[config.mk]
export PLATFORM = sky130hd
export DESIGN_NAME = player_motion_ctrl_flat
export DESIGN_NICKNAME = d
export VERILOG_FILES = /design/src/rtl/player_motion_ctrl_if.sv /design/src/rtl/player_motion_ctrl.sv /design/src/flat_wrapper.sv
export SDC_FILE = /design/constraint.sdc
export NUM_CORES = 1
export LEC_CHECK = 0
export ABC_AREA = 1
export CORE_UTILIZATION = 57
export DETAILED_ROUTE_END_ITERATION = 6
export PLACE_DENSITY = 0.8
export SLEW_MARGIN = 20
export SYNTH_ARGS = -nofsm -noshare
export SYNTH_HDL_FRONTEND = slang
export SYNTH_SLANG_ARGS = --single-unit
[constraint.sdc]
create_clock -name clkin -period 4.9 [get_ports clkin]
set_clock_uncertainty 0.2 [all_clocks]
set_input_delay 0.49 -clock clkin [delete_from_list [all_inputs] [get_ports clkin]]
set_output_delay 0.49 -clock clkin [all_outputs]
set_load 0.01 [all_outputs]
[src/rtl/player_motion_ctrl_if.sv]
// player_motion_ctrl_if: maze map read port; the controller drives req/addr, the map answers ack/wall.
//   req  : read request, held until ack
//   addr : {cell_y, cell_x} of the queried cell, stable while req=1
//   ack  : read acknowledge
//   wall : queried cell is a wall, valid with ack
interface player_motion_ctrl_if #(parameter int AW = 8) ();
  logic          req;
  logic [AW-1:0] addr;
  logic          ack;
  logic          wall;
  modport master (output req, addr, input ack, wall);
  modport slave (input req, addr, output ack, wall);
endinterface

[src/rtl/player_motion_ctrl.sv]
// player_motion_ctrl: per-frame heading update and collision-checked player movement.
//   clkin, resetn          : system clock, asynchronous active-low reset
//   frame_clk_i            : divided frame clock (level), rising edge triggers one update
//   key_{fwd,back,left,right}_i : movement keys, active high
//   map                    : map read port (master side)
//   pos_x_o, pos_y_o, dir_o: committed position (fixed point) and heading
//   update_done_o          : one-cycle pulse per completed update
//   overrun_o              : sticky, a frame edge arrived while one was pending
module player_motion_ctrl #(
  parameter int CELL_BITS = 4,
  parameter int FRAC_BITS = 8,
  parameter int STEP      = 32,
  parameter int START_X   = 'h180,
  parameter int START_Y   = 'h180,
  parameter int START_DIR = 0
) (
  input  logic                           clkin,
  input  logic                           resetn,
  input  logic                           frame_clk_i,
  input  logic                           key_fwd_i,
  input  logic                           key_back_i,
  input  logic                           key_left_i,
  input  logic                           key_right_i,
  player_motion_ctrl_if.master           map,
  output logic [CELL_BITS+FRAC_BITS-1:0] pos_x_o,
  output logic [CELL_BITS+FRAC_BITS-1:0] pos_y_o,
  output logic [2:0]                     dir_o,
  output logic                           update_done_o,
  output logic                           overrun_o
);
  localparam int W = CELL_BITS + FRAC_BITS;
  localparam logic signed [W:0] S = (W+1)'(STEP);
  localparam logic signed [W:0] D = (W+1)'(STEP * 181 / 256);
  typedef enum logic [2:0] {IDLE, ROTATE, REQ_X, REQ_Y, DONE} state_t;
  state_t state_q, state_d;
  logic [4:0] s1_q, s2_q;
  logic f3_q, fedge;
  logic pending_q, pending_d, overrun_q, overrun_d;
  logic [3:0] keys_q, keys_d;
  logic [W-1:0] px_q, px_d, py_q, py_d;
  logic [2:0] dir_q, dir_d, ndir;
  logic signed [W:0] cx_q, cx_d, cy_q, cy_d, sx, sy, dx, dy;
  logic mvx_q, mvx_d, mvy_q, mvy_d, need_x, need_y;
  // keys_q = {fwd, back, left, right}, same order as the synchroniser's low bits
  assign fedge = s2_q[4] & ~f3_q;
  assign ndir = dir_q + 3'(keys_q[0] & ~keys_q[1]) - 3'(keys_q[1] & ~keys_q[0]);
  assign sx = (ndir == 3'd0) ? S : (ndir == 3'd1 || ndir == 3'd7) ? D :
              (ndir == 3'd2 || ndir == 3'd6) ? '0 : (ndir == 3'd4) ? -S : -D;
  assign sy = (ndir == 3'd2) ? S : (ndir == 3'd1 || ndir == 3'd3) ? D :
              (ndir == 3'd0 || ndir == 3'd4) ? '0 : (ndir == 3'd6) ? -S : -D;
  assign dx = keys_q[2] ? -sx : sx;
  assign dy = keys_q[2] ? -sy : sy;
  // the extra top bit of a candidate is set both for negative and for past-the-map values
  assign need_x = mvx_q & ~cx_q[W];
  assign need_y = mvy_q & ~cy_q[W];
  assign pos_x_o = px_q;
  assign pos_y_o = py_q;
  assign dir_o = dir_q;
  assign overrun_o = overrun_q;
  always_ff @(posedge clkin or negedge resetn) begin
    if (!resetn) begin
      state_q <= IDLE;
      s1_q <= '0;
      s2_q <= '0;
      f3_q <= 1'b0;
      pending_q <= 1'b0;
      overrun_q <= 1'b0;
      keys_q <= '0;
      px_q <= W'(START_X);
      py_q <= W'(START_Y);
      dir_q <= 3'(START_DIR);
      cx_q <= '0;
      cy_q <= '0;
      mvx_q <= 1'b0;
      mvy_q <= 1'b0;
    end else begin
      state_q <= state_d;
      s1_q <= {frame_clk_i, key_fwd_i, key_back_i, key_left_i, key_right_i};
      s2_q <= s1_q;
      f3_q <= s2_q[4];
      pending_q <= pending_d;
      overrun_q <= overrun_d;
      keys_q <= keys_d;
      px_q <= px_d;
      py_q <= py_d;
      dir_q <= dir_d;
      cx_q <= cx_d;
      cy_q <= cy_d;
      mvx_q <= mvx_d;
      mvy_q <= mvy_d;
    end
  end
  always_comb begin
    state_d = state_q;
    pending_d = pending_q | fedge;
    overrun_d = overrun_q | (fedge & pending_q);
    keys_d = keys_q;
    px_d = px_q;
    py_d = py_q;
    dir_d = dir_q;
    cx_d = cx_q;
    cy_d = cy_q;
    mvx_d = mvx_q;
    mvy_d = mvy_q;
    map.req = 1'b0;
    map.addr = '0;
    update_done_o = 1'b0;
    case (state_q)
      IDLE: if (pending_q) begin
        pending_d = fedge;
        keys_d = s2_q[3:0];
        state_d = ROTATE;
      end
      ROTATE: begin
        dir_d = ndir;
        cx_d = $signed({1'b0, px_q}) + dx;
        cy_d = $signed({1'b0, py_q}) + dy;
        mvx_d = dx != '0;
        mvy_d = dy != '0;
        state_d = (keys_q[3] ^ keys_q[2]) ? REQ_X : DONE;
      end
      REQ_X: begin
        map.req = need_x;
        map.addr = need_x ? {py_q[W-1 -: CELL_BITS], cx_q[W-1 -: CELL_BITS]} : '0;
        state_d = (!need_x || map.ack) ? REQ_Y : REQ_X;
        px_d = (need_x && map.ack && !map.wall) ? cx_q[W-1:0] : px_q;
      end
      REQ_Y: begin
        // x is already committed here, so a blocked x still lets the player slide along y
        map.req = need_y;
        map.addr = need_y ? {cy_q[W-1 -: CELL_BITS], px_q[W-1 -: CELL_BITS]} : '0;
        state_d = (!need_y || map.ack) ? DONE : REQ_Y;
        py_d = (need_y && map.ack && !map.wall) ? cy_q[W-1:0] : py_q;
      end
      DONE: begin
        update_done_o = 1'b1;
        state_d = IDLE;
      end
      default: state_d = IDLE;
    endcase
  end
endmodule
[src/flat_wrapper.sv]
// flat-port wrapper written by rule: the top's interface ports become plain ports
module player_motion_ctrl_flat 
#(
  parameter int CELL_BITS = 4,
  parameter int FRAC_BITS = 8,
  parameter int STEP      = 32,
  parameter int START_X   = 'h180,
  parameter int START_Y   = 'h180,
  parameter int START_DIR = 0
)
  (clkin, resetn, frame_clk_i, key_fwd_i, key_back_i, key_left_i, key_right_i, pos_x_o, pos_y_o, dir_o, update_done_o, overrun_o, map_req, map_addr, map_ack, map_wall);
  player_motion_ctrl_if map_i ();
  input  logic clkin;
  input  logic resetn;
  input  logic frame_clk_i;
  input  logic key_fwd_i;
  input  logic key_back_i;
  input  logic key_left_i;
  input  logic key_right_i;
  output logic [CELL_BITS+FRAC_BITS-1:0] pos_x_o;
  output logic [CELL_BITS+FRAC_BITS-1:0] pos_y_o;
  output logic [2:0] dir_o;
  output logic update_done_o;
  output logic overrun_o;
  output wire logic [$bits(map_i.req)-1:0] map_req;
  output wire logic [$bits(map_i.addr)-1:0] map_addr;
  input wire logic [$bits(map_i.ack)-1:0] map_ack;
  input wire logic [$bits(map_i.wall)-1:0] map_wall;
  assign map_req = map_i.req;
  assign map_addr = map_i.addr;
  assign map_i.ack = map_ack;
  assign map_i.wall = map_wall;
  player_motion_ctrl #(.CELL_BITS(CELL_BITS), .FRAC_BITS(FRAC_BITS), .STEP(STEP), .START_X(START_X), .START_Y(START_Y), .START_DIR(START_DIR)) u_core (.clkin(clkin), .resetn(resetn), .frame_clk_i(frame_clk_i), .key_fwd_i(key_fwd_i), .key_back_i(key_back_i), .key_left_i(key_left_i), .key_right_i(key_right_i), .map(map_i), .pos_x_o(pos_x_o), .pos_y_o(pos_y_o), .dir_o(dir_o), .update_done_o(update_done_o), .overrun_o(overrun_o));
endmodule
== Word-level counts from Yosys, hierarchy flattened ==
Index checks and enable logic that the tools add are counted.
Widths: inputs -> output; s select.

* Bitwise logic cells: 14
* Muxes and demuxes: 22
* Equality and inequality tests: 11
* Reduce and logical (&&, ||, !) cells: 20
* Add/subtract/negate cells: 6

{| class="wikitable"
|+ Operators with widths
! operator !! count
|-
| $mux 13 || 8
|-
| $add 13x13->13 || 2
|-
| $neg 13->13 || 2
|-
| $reduce_bool 13->1 || 2
|-
| $mux 8 || 2
|-
| $pmux 8 s2 || 1
|-
| $eq 3x2->1 const B || 4
|-
| $eq 3x3->1 const B || 4
|-
| $pmux 3 s4 || 1
|-
| $mux 3 || 3
|-
| $mux 4 || 2
|-
| $and 1x3->3 || 2
|-
| $eq 3x1->1 const B || 2
|-
| $logic_not 3->1 || 2
|-
| $logic_or 1x1->1 || 6
|-
| $not 1->3 || 2
|-
| $reduce_and 2->1 || 3
|-
| $and 1x1->1 || 4
|-
| $logic_and 1x1->1 || 4
|-
| $mux 1 || 4
|-
| $add 3x3->3 || 1
|-
| $logic_not 1->1 || 3
|-
| $not 1->1 || 3
|-
| $sub 3x3->3 || 1
|-
| 4 further kinds || 5
|}

* Register bits: 75
* Input bits: 9
* Output and inout bits: 38
* Word-level logic and storage cells: 87

== Longest topological paths before layout ==
* Word-level depth: 12
* Depth in mapped cells: 25
* Depth with buffers taken out: 25

== Worst setup path after synthesis ==
No wires, ideal clock.

* Path type: reg-to-reg
* Start: register u_core.keys_q[1]
* End: register u_core.cx_q[8]
* Setup slack: 1.530 ns
* Required time: 4.569 ns
* Period minus slack after synthesis: 3.370 ns
* Data arrival time: 3.038 ns
* Library setup time: 0.131 ns
* Cell stages (with the launch flop): 22
* Cells stage by stage: dfrtp_1 > inv_1 > nor2_1 > ha_1 > inv_1 > ha_1 > fa_1 > inv_1 > nand3_1 > nand3_1 > nand3_2 > nand2_2 > nand2_1 > inv_1 > ha_1 > a21oi_1 > nand2_1 > inv_1 > nand2_1 > or2_2 > nand3_1 > o21ai_0

* Word-level cells in the longest chain between the ends: 12
* Elaborated cells between the ends (all ways): 20
* Those cells by class: 4 x add/sub; 5 x eq/ne; 5 x mux; 3 x bitwise; 3 x reduce/logical

{| class="wikitable"
|+ Ends and longest elaborated chain
! item !! RTL line !! text
|-
| start: declaration || player_motion_ctrl.sv:39 || <nowiki>logic [3:0] keys_q, keys_d;</nowiki>
|-
| start signal: assignment || player_motion_ctrl.sv:83 || <nowiki>keys_q <= keys_d;</nowiki>
|-
| $not 1->3 || player_motion_ctrl.sv:46 || <nowiki>assign ndir = dir_q + 3'(keys_q[0] & ~keys_q[1]) - 3'(keys_q[1] & ~keys_q[0]);</nowiki>
|-
| $and 1x3->3 || player_motion_ctrl.sv:46 ||
|-
| $add 3x3->3 || player_motion_ctrl.sv:46 ||
|-
| $sub 3x3->3 * || player_motion_ctrl.sv:46 ||
|-
| $eq 3x3->1 or $eq 3x2->1 (tied branches) || player_motion_ctrl.sv:48 || <nowiki>(ndir == 3'd2 || ndir == 3'd6) ? '0 : (ndir == 3'd4) ? -S : -D;</nowiki>
|-
| $mux 4 or $logic_or 1x1->1 (tied branches) || player_motion_ctrl.sv:48 ||
|-
| $mux 13 || player_motion_ctrl.sv:48 ||
|-
| $mux 13 || player_motion_ctrl.sv:47 || <nowiki>assign sx = (ndir == 3'd0) ? S : (ndir == 3'd1 || ndir == 3'd7) ? D :</nowiki>
|-
| $mux 13 * || player_motion_ctrl.sv:47 ||
|-
| $neg 13->13 || player_motion_ctrl.sv:51 || <nowiki>assign dx = keys_q[2] ? -sx : sx;</nowiki>
|-
| $mux 13 * || player_motion_ctrl.sv:51 ||
|-
| $add 13x13->13 * || player_motion_ctrl.sv:116 || <nowiki>cx_d = $signed({1'b0, px_q}) + dx;</nowiki>
|-
| end signal: assignment || player_motion_ctrl.sv:72 || <nowiki>cx_q <= '0;</nowiki>
|-
| end signal: assignment || player_motion_ctrl.sv:87 || <nowiki>cx_q <= cx_d;</nowiki>
|-
| end: declaration || player_motion_ctrl.sv:42 || <nowiki>logic signed [W:0] cx_q, cx_d, cy_q, cy_d, sx, sy, dx, dy;</nowiki>
|}

Mark *: on every way between the ends. The rest lies on a longest branch, timed or not.
A chain may end at the register's enable or synchronous reset.

== Worst setup path after layout ==
Ends and elaborated chain as after synthesis.

==> summary.txt <==
Syn Area/Cell - 8.50 µm²
Antenna Nets Post-Route - 0
CP Capture Type - flip-flop
Net count after synthesis - 542
CTS tree - done
Core area - 7290 µm²
Final Max Tran Viols - 0
Number of global-route vias before repair - 3337
Die Footprint - 7900 µm²
WHS - 0.0576 ns
Final hold vios - 0
Max Fclk - 260 MHz
Reg clk slew, reported paths - 0.08 ns
Seq/Total Area, Yosys - 43.8%
CTS resizes - 0
Share of layout cells above drive strength 1 - 11.2%
HP Class - input pin to asynchronous set/reset pin
Synth top area share - 41.3%
Kind of critical path - flip-flop to flip-flop
Std-Cell Rows - 31
Setup tns final - 0 ns
Final setup viols - 0
Clk sinks - 75
# DRC - 0
Slew @ Worst Pin - 0.923 ns
Largest net degree at the start of global routing - 76
FF-to-FF End - u_core.cx_q[8]
Max Buffers Root-to-Sink - 2
Critical Path Start - u_core.keys_q[1]
Vias - 3495
Synth-to-layout area growth - 16.7%
WP data required - 4.91 ns
Post-Syn Instances - 506
Dpl hpwl - 6440 µm
Data arrival, critical path - 3.85 ns
RSZ-0062 raised after global routing - false
Largest cells by area after synthesis - dfrtp_1 (41%), nand2_1 (11%), ha_1 (7.0%)
Number of diodes - 0
Reg2reg start - u_core.keys_q[1]
Hold buffers post-CTS - 0
Crit start category - flip-flop
Clk_lat worst skew - 0.35 ns
Pre-antenna DRT Iters - 5
Synth area leader - dfrtp_1
Synth warnings - 0
Vias per cell - 5.30
Yosys cell types - 35
Gr usage total - 25.5%
Post-CTS setup buffers - 0
Initial antenna violation count - 0
Num ports - 47
DIE WIDTH - 88.9 µm
Initial DRC count - 286
Max Cap Violations - 0
Gpl congestion - 0.863
Port Buffers - 46
Initial Utilization - 59.0%
Synth Register Bits - 75
GR Overflow Total - 0
Total CTS buffers - 9
R2R depth - 21
Root Buffer - clkbuf_8
Worst-path maximum fanout - 6
Min Clock Period, post-route - 3.84 ns
Status - completed
Mean routed wirelength per cell - 13.4 µm
Nets - 592
Final clock period utilization by the worst path - 78.4%
Final wirelength - 8840 µm
Die height - 88.9 µm
Cell area after synthesis - 4300 µm²
R2R setup slack - 1.06 ns
Max H-tree Level - 3
First-pass GRT wire length - 15000 µm
Slew Limit Headroom - 38.5%
cells in the final DEF (no fill, tap or decap), types with 5 or more instances in the layout:
| cell type | count |
|---|---|
| a21oi_1 | 19 |
| clkbuf_8 | 9 |
| clkdlybuf4s50_1 | 45 |
| dfrtp_1 | 71 |
| ha_1 | 24 |
| inv_1 | 73 |
| inv_2 | 5 |
| mux2_4 | 11 |
| nand2_1 | 122 |
| nand3_1 | 37 |
| nand4_1 | 7 |
| nor2_1 | 27 |
| o21ai_0 | 46 |
| o21ai_2 | 11 |
per-layer routing:
layer / part of all wire [%] / vias up / track usage (%)
met1: 47 / 1635 / 33.7
met5: 0 / - / 0
met4: 2.1 / 0 / 9.68
met2: 46 / 102 / 39.7
li1: - / 1739 / -
met3: 5.1 / 19 / 7.37
worst max-delay path by stage:
stage / endpoint / slack, ns / cells after the start
floorplan: u_core.cx_q[8] / 1.53 / 21
global placement: u_core.cx_q[8] / 1.32 / 21
detailed placement: u_core.cx_q[8] / 1.12 / 21
CTS: u_core.cx_q[8] / 1.10 / 21
global route: u_core.cx_q[8] / 0.73 / 23
finish: u_core.cx_q[8] / 1.06 / 21
through the flow:
| stage | utilization [%] | setup WS [ns] | cell area, µm² | instances |
|---|---|---|---|---|
| after floorplan | - | 1.53 | 4300 | 506 |
| after global placement | 66.4 | 1.32 | 4840 | 644 |
| after detailed placement | 66.4 | 1.12 | 4840 | 644 |
| after CTS | 68.8 | 1.10 | 5020 | 660 |
| after global routing | 68.8 | 0.727 | 5020 | 660 |
| final | 68.8 | 1.06 | 5020 | 660 |
worst max-delay path, cell delays in order, from the launching register on:
cell	delay (ns)
dfrtp_1	0.38
inv_1	0.08
nor2_1	0.05
ha_1	0.26
inv_1	0.04
ha_1	0.22
fa_1	0.42
inv_1	0.10
nand3_1	0.13
nand3_2	0.14
nand3_2	0.12
nand2_2	0.11
nand2_1	0.07
inv_1	0.21
ha_1	0.34
a21oi_1	0.22
nand2_1	0.11
inv_1	0.06
nand2_1	0.06
or2_2	0.27
nand3_1	0.06
o21ai_0	0.08
logic make-up (layout without fill, tap and decap cells):
logic type,Yosys count,count (layout),synth area share (%)
adders and majority gates,27,27,8.38
and+or+nand+nor,210,210,22.5
buffers and inverters,86,141,7.91
DFF,75,75,43.8
AOI/OAI and AO/OA,88,88,11.8
xor gates and xnor gates,8,8,1.63
muxes,12,12,4.10
cell type report:
type,count,area [µm²]
inverter,78,293
fill,620,2270
clock inverter,6,48.8
timing repair buffer,47,465
clock buffer,10,128
sequential,75,1880
tap,99,124
multi-input combinational,345,2080
cell usage after synthesis:
master    number
o21ai_0       46
inv_2          5
nor2_8         2
fa_1           3
o21ai_1        2
xor2_1         4
nand3_2        2
a21oi_1       19
nand2_8        2
dfstp_2        4
nor3_1         3
xnor2_1        4
or2_2          2
or2_0          1
mux2_4        11
a21o_1         1
nand4_1        7
mux2_2         1
nand3_1       37
clkbuf_1       4
nor2_1        27
inv_1         73
a31oi_1        3
buf_6          2
nor2_4         1
o21bai_1       4
nand2_2        1
dfrtp_1       71
o21ai_2       11
or2_1          1
buf_2          2
ha_1          24
a21oi_2        2
nor3_2         2
nand2_1      122
sequential cells by signal, indices dropped and copies added, names as in the netlist:
register and count:
u_core.cx_q 13, u_core.cy_q 13, u_core.pos_x_o 12, u_core.pos_y_o 12, u_core.s1_q 5, u_core.s2_q 5, u_core.keys_q 4, u_core.dir_o 3
u_core.state_q 3, u_core.f3_q 1, u_core.mvx_q 1, u_core.mvy_q 1, u_core.overrun_o 1, u_core.pending_q 1
Power is not shown: default switching activity piles up to over one toggle a cycle in this logic, so the estimate is an artifact.
==> patch 1 (same settings) <==
`FRAC_BITS` is set to 8 in 2 places; all go to 10.
--- a/src/rtl/player_motion_ctrl.sv
+++ b/src/rtl/player_motion_ctrl.sv
@@ -8,7 +8,7 @@
 //   overrun_o              : sticky, a frame edge arrived while one was pending
 module player_motion_ctrl #(
   parameter int CELL_BITS = 4,
-  parameter int FRAC_BITS = 8,
+  parameter int FRAC_BITS = 10,
   parameter int STEP      = 32,
   parameter int START_X   = 'h180,
   parameter int START_Y   = 'h180,
--- a/src/flat_wrapper.sv
+++ b/src/flat_wrapper.sv
@@ -2,7 +2,7 @@
 module player_motion_ctrl_flat 
 #(
   parameter int CELL_BITS = 4,
-  parameter int FRAC_BITS = 8,
+  parameter int FRAC_BITS = 10,
   parameter int STEP      = 32,
   parameter int START_X   = 'h180,
   parameter int START_Y   = 'h180,
Interface: changed (resized pos_x_o and pos_y_o); port bits go from 47 to 51. No check against the original RTL was run, so the function may have changed too.
==> patch 1 against the unedited design <==
Synthesized area up 9.5%; critical endpoint is now u_core.cx_q[13]$_DFFE_PN0N_; fmax down 11%; final area up 11%; setup slack worse by 470 ps; via count up 16%; sequential cell count up 8; highest routed layer unchanged; global-route usage up 0.76 points; the run now ends with hold timing left; wire length up 18%.
Power is not shown: default switching activity piles up to over one toggle a cycle in this logic, so the estimate is an artifact.
==> patch 1: results (changes against the unedited design) <==
Status
  • Outcome: finished, violations left
  • Failing checks: hold timing

Worst setup path
  • Largest stage delay, worst path: 570 ps (+150 ps)
  • Crit path DAT: 4330 ps (+480 ps)

Place
  • Area of placed instances: 0.005293 mm2 (+9.3%)
  • GPL Wtd Cong: 0.9600 (+11%)
  • Post-place setup slack: 474.4 ps (-646.2 ps)
  • Port-buffer cells: 50 (+8.7%)
  • Number of placed instances, taps included: 722 (+12%)

Drt
  • Routed length per instance: 14.15 um (+5.7%)
  • Via count: 4055 (+16%)
  • WL met2: 5063 um (+25%)
  • Violation count after the first detailed-route iteration: 218 (-24%)
  • Detailed Routing Iterations Pass 1: 7 (+2)

Cells and area
  • Clk cell area share: 4.702% (+1.2 points)
  • Seq area share: 37.44% (-0.061 points)
  • Footprint of the multi-input gates: 0.002300 mm2 (+11%)
  • Logic inverters: 73 (-6.4%)
  • Non-clk buf share: 9.291% (+0.017 points)
  • Multi-input gate count: 412 (+19%)
  • Non-Filler Instances: 737 (+12%)
  • Fill count: 628 (+1.3%)
  • Top Registers: u_core.cx_q: 15 flops, u_core.cy_q: 15 flops
  • Multi-input combinational area share: 41.35% (-0.061 points)

Global route
  • First-pass GRT wire length: 17830 um (+19%)
  • GR Util met3: 3.530% (-3.8 points)
  • Number of global-route vias before repair: 4038 (+21%)
  • M1 GR Usage: 31.08% (-2.7 points)
  • Total GRT Usage: 26.24% (+0.76 points)

STA
  • Worst setup margin: 592.7 ps (-467.2 ps)
  • WHS: -62.62 ps (-120.2 ps)
  • Worst rel slew slack: 51.09% (+13 points)
  • Fin. Hold Viols: 56 (+56)

Synth
  • Post-synth top cells: nand2_1 (137), dfrtp_1 (79), inv_1 (67)
  • Mux share of post-synthesis cell area: 2.311% (-1.8 points)
  • Syn Nets: 622 (+15%)
  • Synth Area in Compound Gates: 14.02% (+2.3 points)
  • Largest cells by area after synthesis: dfrtp_1 (42%), nand2_1 (11%), ha_1 (8.0%), o21ai_0 (5.4%), inv_1 (5.3%)
  • Post-Synth XOR/XNOR Area: 1.487% (-0.14 points)

Die
  • Core footprint: 0.007848 mm2 (+7.6%)

Clock tree
  • CTS sink cnt: 83 (+11%)
patch 1: cell count changes in the layout (fill, tap and decap cells not counted), moves of 8 or more:
cell,unedited run,this run
nand2_1,122,137
a21oi_1,19,30
o21ai_1,2,28
o21ai_2,11,0
nor2_1,27,39
dfrtp_1,71,79
mux2_4,11,2
patch 1: path summary, 6_finish.rpt:
check,from,endpoint,cells after the start
worst min register to register,u_core.s1_q[4]$_DFF_PN0_,u_core.s2_q[4]$_DFF_PN0_,0
worst max register to register,u_core.keys_q[1]$_DFFE_PN0P_,u_core.cx_q[13]$_DFFE_PN0N_,22
worst max-delay path,u_core.keys_q[1]$_DFFE_PN0P_,u_core.cx_q[13]$_DFFE_PN0N_,22
worst min-delay path,resetn,u_core.pos_y_o[11]$_DFFE_PN0P_,1
max in group asynchronous,resetn,u_core.cx_q[13]$_DFFE_PN0N_,1
min in group clkin,u_core.s1_q[4]$_DFF_PN0_,u_core.s2_q[4]$_DFF_PN0_,0
==> patch 2 (same settings) <==
Made on the original files. Re-encode `state_t` (5 states) as one-hot, 5 bits wide.
--- a/src/rtl/player_motion_ctrl.sv
+++ b/src/rtl/player_motion_ctrl.sv
@@ -31,7 +31,7 @@
   localparam int W = CELL_BITS + FRAC_BITS;
   localparam logic signed [W:0] S = (W+1)'(STEP);
   localparam logic signed [W:0] D = (W+1)'(STEP * 181 / 256);
-  typedef enum logic [2:0] {IDLE, ROTATE, REQ_X, REQ_Y, DONE} state_t;
+  typedef enum logic [4:0] {IDLE = 5'b00001, ROTATE = 5'b00010, REQ_X = 5'b00100, REQ_Y = 5'b01000, DONE = 5'b10000} state_t;
   state_t state_q, state_d;
   logic [4:0] s1_q, s2_q;
   logic f3_q, fedge;
Check against the original RTL: same outputs for any inputs over 10 cycles, from zero or initial values and one cycle with resetn low; not proved beyond that.
==> patch 2 against the unedited design <==
Final area grew 1.1%; setup slack gained 94 ps; wire length grew 3.8%; synthesized cell count grew 5.5%; synthesized area grew 2.2%; first-iteration DRC count shrank 38%; sequential cell count grew 2; final cell count grew 3.9%.
==> patch 2: results (changes against the unedited design) <==
Drt
  • Violation count after the first detailed-route iteration: 178 (-38%)
  • Detailed Routing Iterations Pass 1: 4 (-1)
  • Via count: 3643 (+4.2%)
  • Routed length per instance: 13.38 um (-0.10%)

Synth
  • Synth Flop Type: dfrtp_1
  • Synth unique cells: 36 (+2.9%)
  • Largest cells by area after synthesis: dfrtp_1 (41%), nand2_1 (12%), ha_1 (6.8%), inv_1 (6.2%), o21ai_0 (4.4%)
  • Synth warnings: 0 (unchanged)
  • Post-synth top cells: nand2_1 (146), dfrtp_1 (72), inv_1 (72)
  • Ys async rst share: 100.0% (unchanged)
  • Sequential area share after synthesis: 44.00% (+0.25 points)
  • Syn Nets: 570 (+5.2%)

Place
  • GPL Wtd Cong: 0.8930 (+3.5%)
  • HPWL after detailed placement: 6680 um (+3.8%)
  • Area of placed instances: 0.004906 mm2 (+1.3%)
  • Port-buffer cells: 46 (unchanged)

Cells and area
  • Ratio of cells with drive above 1 in the final layout: 9.881% (-1.3 points)
  • Inserted Diodes: 0 (unchanged)
  • Nets: 618 (+4.4%)
  • Top Registers: u_core.cx_q: 13 flops, u_core.cy_q: 13 flops

STA
  • WHS: 79.79 ps (+22.19 ps)
  • Worst rel slew slack: 38.33% (-0.12 points)

Worst setup path
  • Crit path DAT: 3790 ps (-60 ps)
  • Reg2reg end: u_core.cy_q[11]$_DFFE_PN0P_
  • Startpoint of the worst register-to-register path: u_core.keys_q[1]$_DFFE_PN0P_
  • Reg2Reg Depth: 18 (-14%)
  • Reg2Reg Setup Slack: 1150 ps (+90 ps)
  • Largest fanout on the critical path: 5 (-1)
  • Crit-path slowest cell: fa_1
  • Largest stage delay, worst path: about 410 ps

Clock tree
  • CTS Buf Count: 9 (unchanged)
  • Maximum clock path buffer count: 2 (unchanged)
  • Post-CTS Resized: 0 (unchanged)
  • Clk_lat worst skew: 350 ps (about the same)
  • CTS Root Cell: clkbuf_8
  • Reg clk slew, reported paths: 80 ps (about the same)
  • Number of H-tree levels: 3 (unchanged)
  • Buffers inserted by post-CTS timing repair: 0 (unchanged)

Status
  • Outcome: complete, no violations

Global route
  • Antenna violations before repair: 0 (unchanged)
  • Largest net degree at the start of global routing: 78 (+2.6%)
  • First-pass GRT wire length: 16060 um (+6.8%)
  • Total GRT Usage: 24.75% (-0.72 points)
  • Number of global-route vias before repair: 3672 (+10%)

Hold path
  • Hold Path Class: primary input to asynchronous set/reset pin

Power
  • Worst vdd ir: between 0.3 and 0.4 mV
  • Switch share: 48.85%
  • P_leak: about 2.5 nW
[patch 2: cell count changes in the layout (fill, tap and decap cells not counted), sizes merged, moves of 6 or more]
cell   before  now
nand2     125  147
mux2       12    1
nor2       30   40
a21oi      21   15
xnor2       4   10
[patch 2: cell families after synthesis]
logic type | synth area share [%]
fa+ha+maj | 8.203
mux | 0.2563
xor+xnor | 1.994
buf+inv | 8.402
compound gates | 12.93
flops | 44.00
simple gates | 24.21
[patch 2: cell type report]
type                       count  area, um2
clock inverter                 5      36.28
sequential                    77       1933
multi-input combinational    369       2091
fill                         619       2296
timing repair buffer          47      465.4
clock buffer                  11      131.4
tap                           99      123.9
inverter                      78      292.8
[patch 2: worst max-delay path by stage]
| stage | endpoint | depth (start not counted) | slack (ps) | startpoint |
|---|---|---|---|---|
| 3_3_place_gp | u_core.cx_q[12]$_DFFE_PN0P_ | 21 | 1290 | u_core.keys_q[1]$_DFFE_PN0P_ |
| 6_report | u_core.cy_q[11]$_DFFE_PN0P_ | 18 | 1150 | u_core.keys_q[1]$_DFFE_PN0P_ |
| 2_1_floorplan | u_core.cx_q[11]$_DFFE_PN0P_ | 18 | 1580 | u_core.keys_q[1]$_DFFE_PN0P_ |
| 4_1_cts | u_core.cx_q[12]$_DFFE_PN0P_ | 21 | 1160 | u_core.keys_q[1]$_DFFE_PN0P_ |
| 5_1_grt | u_core.cx_q[12]$_DFFE_PN0P_ | 21 | 800 | u_core.keys_q[1]$_DFFE_PN0P_ |
| 3_5_place_dp | u_core.cx_q[12]$_DFFE_PN0P_ | 21 | 1230 | u_core.keys_q[1]$_DFFE_PN0P_ |
[patch 2: worst max-delay path: cells and delay by family (launching register included)]
kind                     cells  cell delay [ps]
adder cells (fa/ha/maj)      4             1230
AND/OR/NAND/NOR              9             1080
AO/OA/AOI/OAI                2              520
flip-flops                   1              390
buffers and inverters        3              200
[patch 2: power groups by stage]
stage | Sequential (mW) | Combinational [mW] | Clock (mW)
2_1_floorplan | 0.858 | 1.44 | 0
3_3_place_gp | 0.867 | 1.80 | 0
3_5_place_dp | 0.873 | 1.85 | 0
4_1_cts | 0.862 | 1.87 | 0.433
5_1_grt | 0.880 | 2.15 | 0.458
6_report | 0.863 | 1.88 | 0.424
[patch 2: routing by layer]
layer	part of all wire, %	routed length [um]	vias up	track usage, %
li1	-	-	1820	-
met1	44	4045	1731	30.54
met2	50	4567	78	42.82
met3	4.7	431	14	5.161
met4	1.5	135	0	9.016
met5	0	0	-	0
[patch 2: stage by stage]
stage | instances | power [mW]
after floorplan | 534 | 2.299
after CTS | 686 | 3.162
final | 686 | 3.163
after global routing | 686 | 3.485
after global placement | 670 | 2.668
after detailed placement | 670 | 2.728
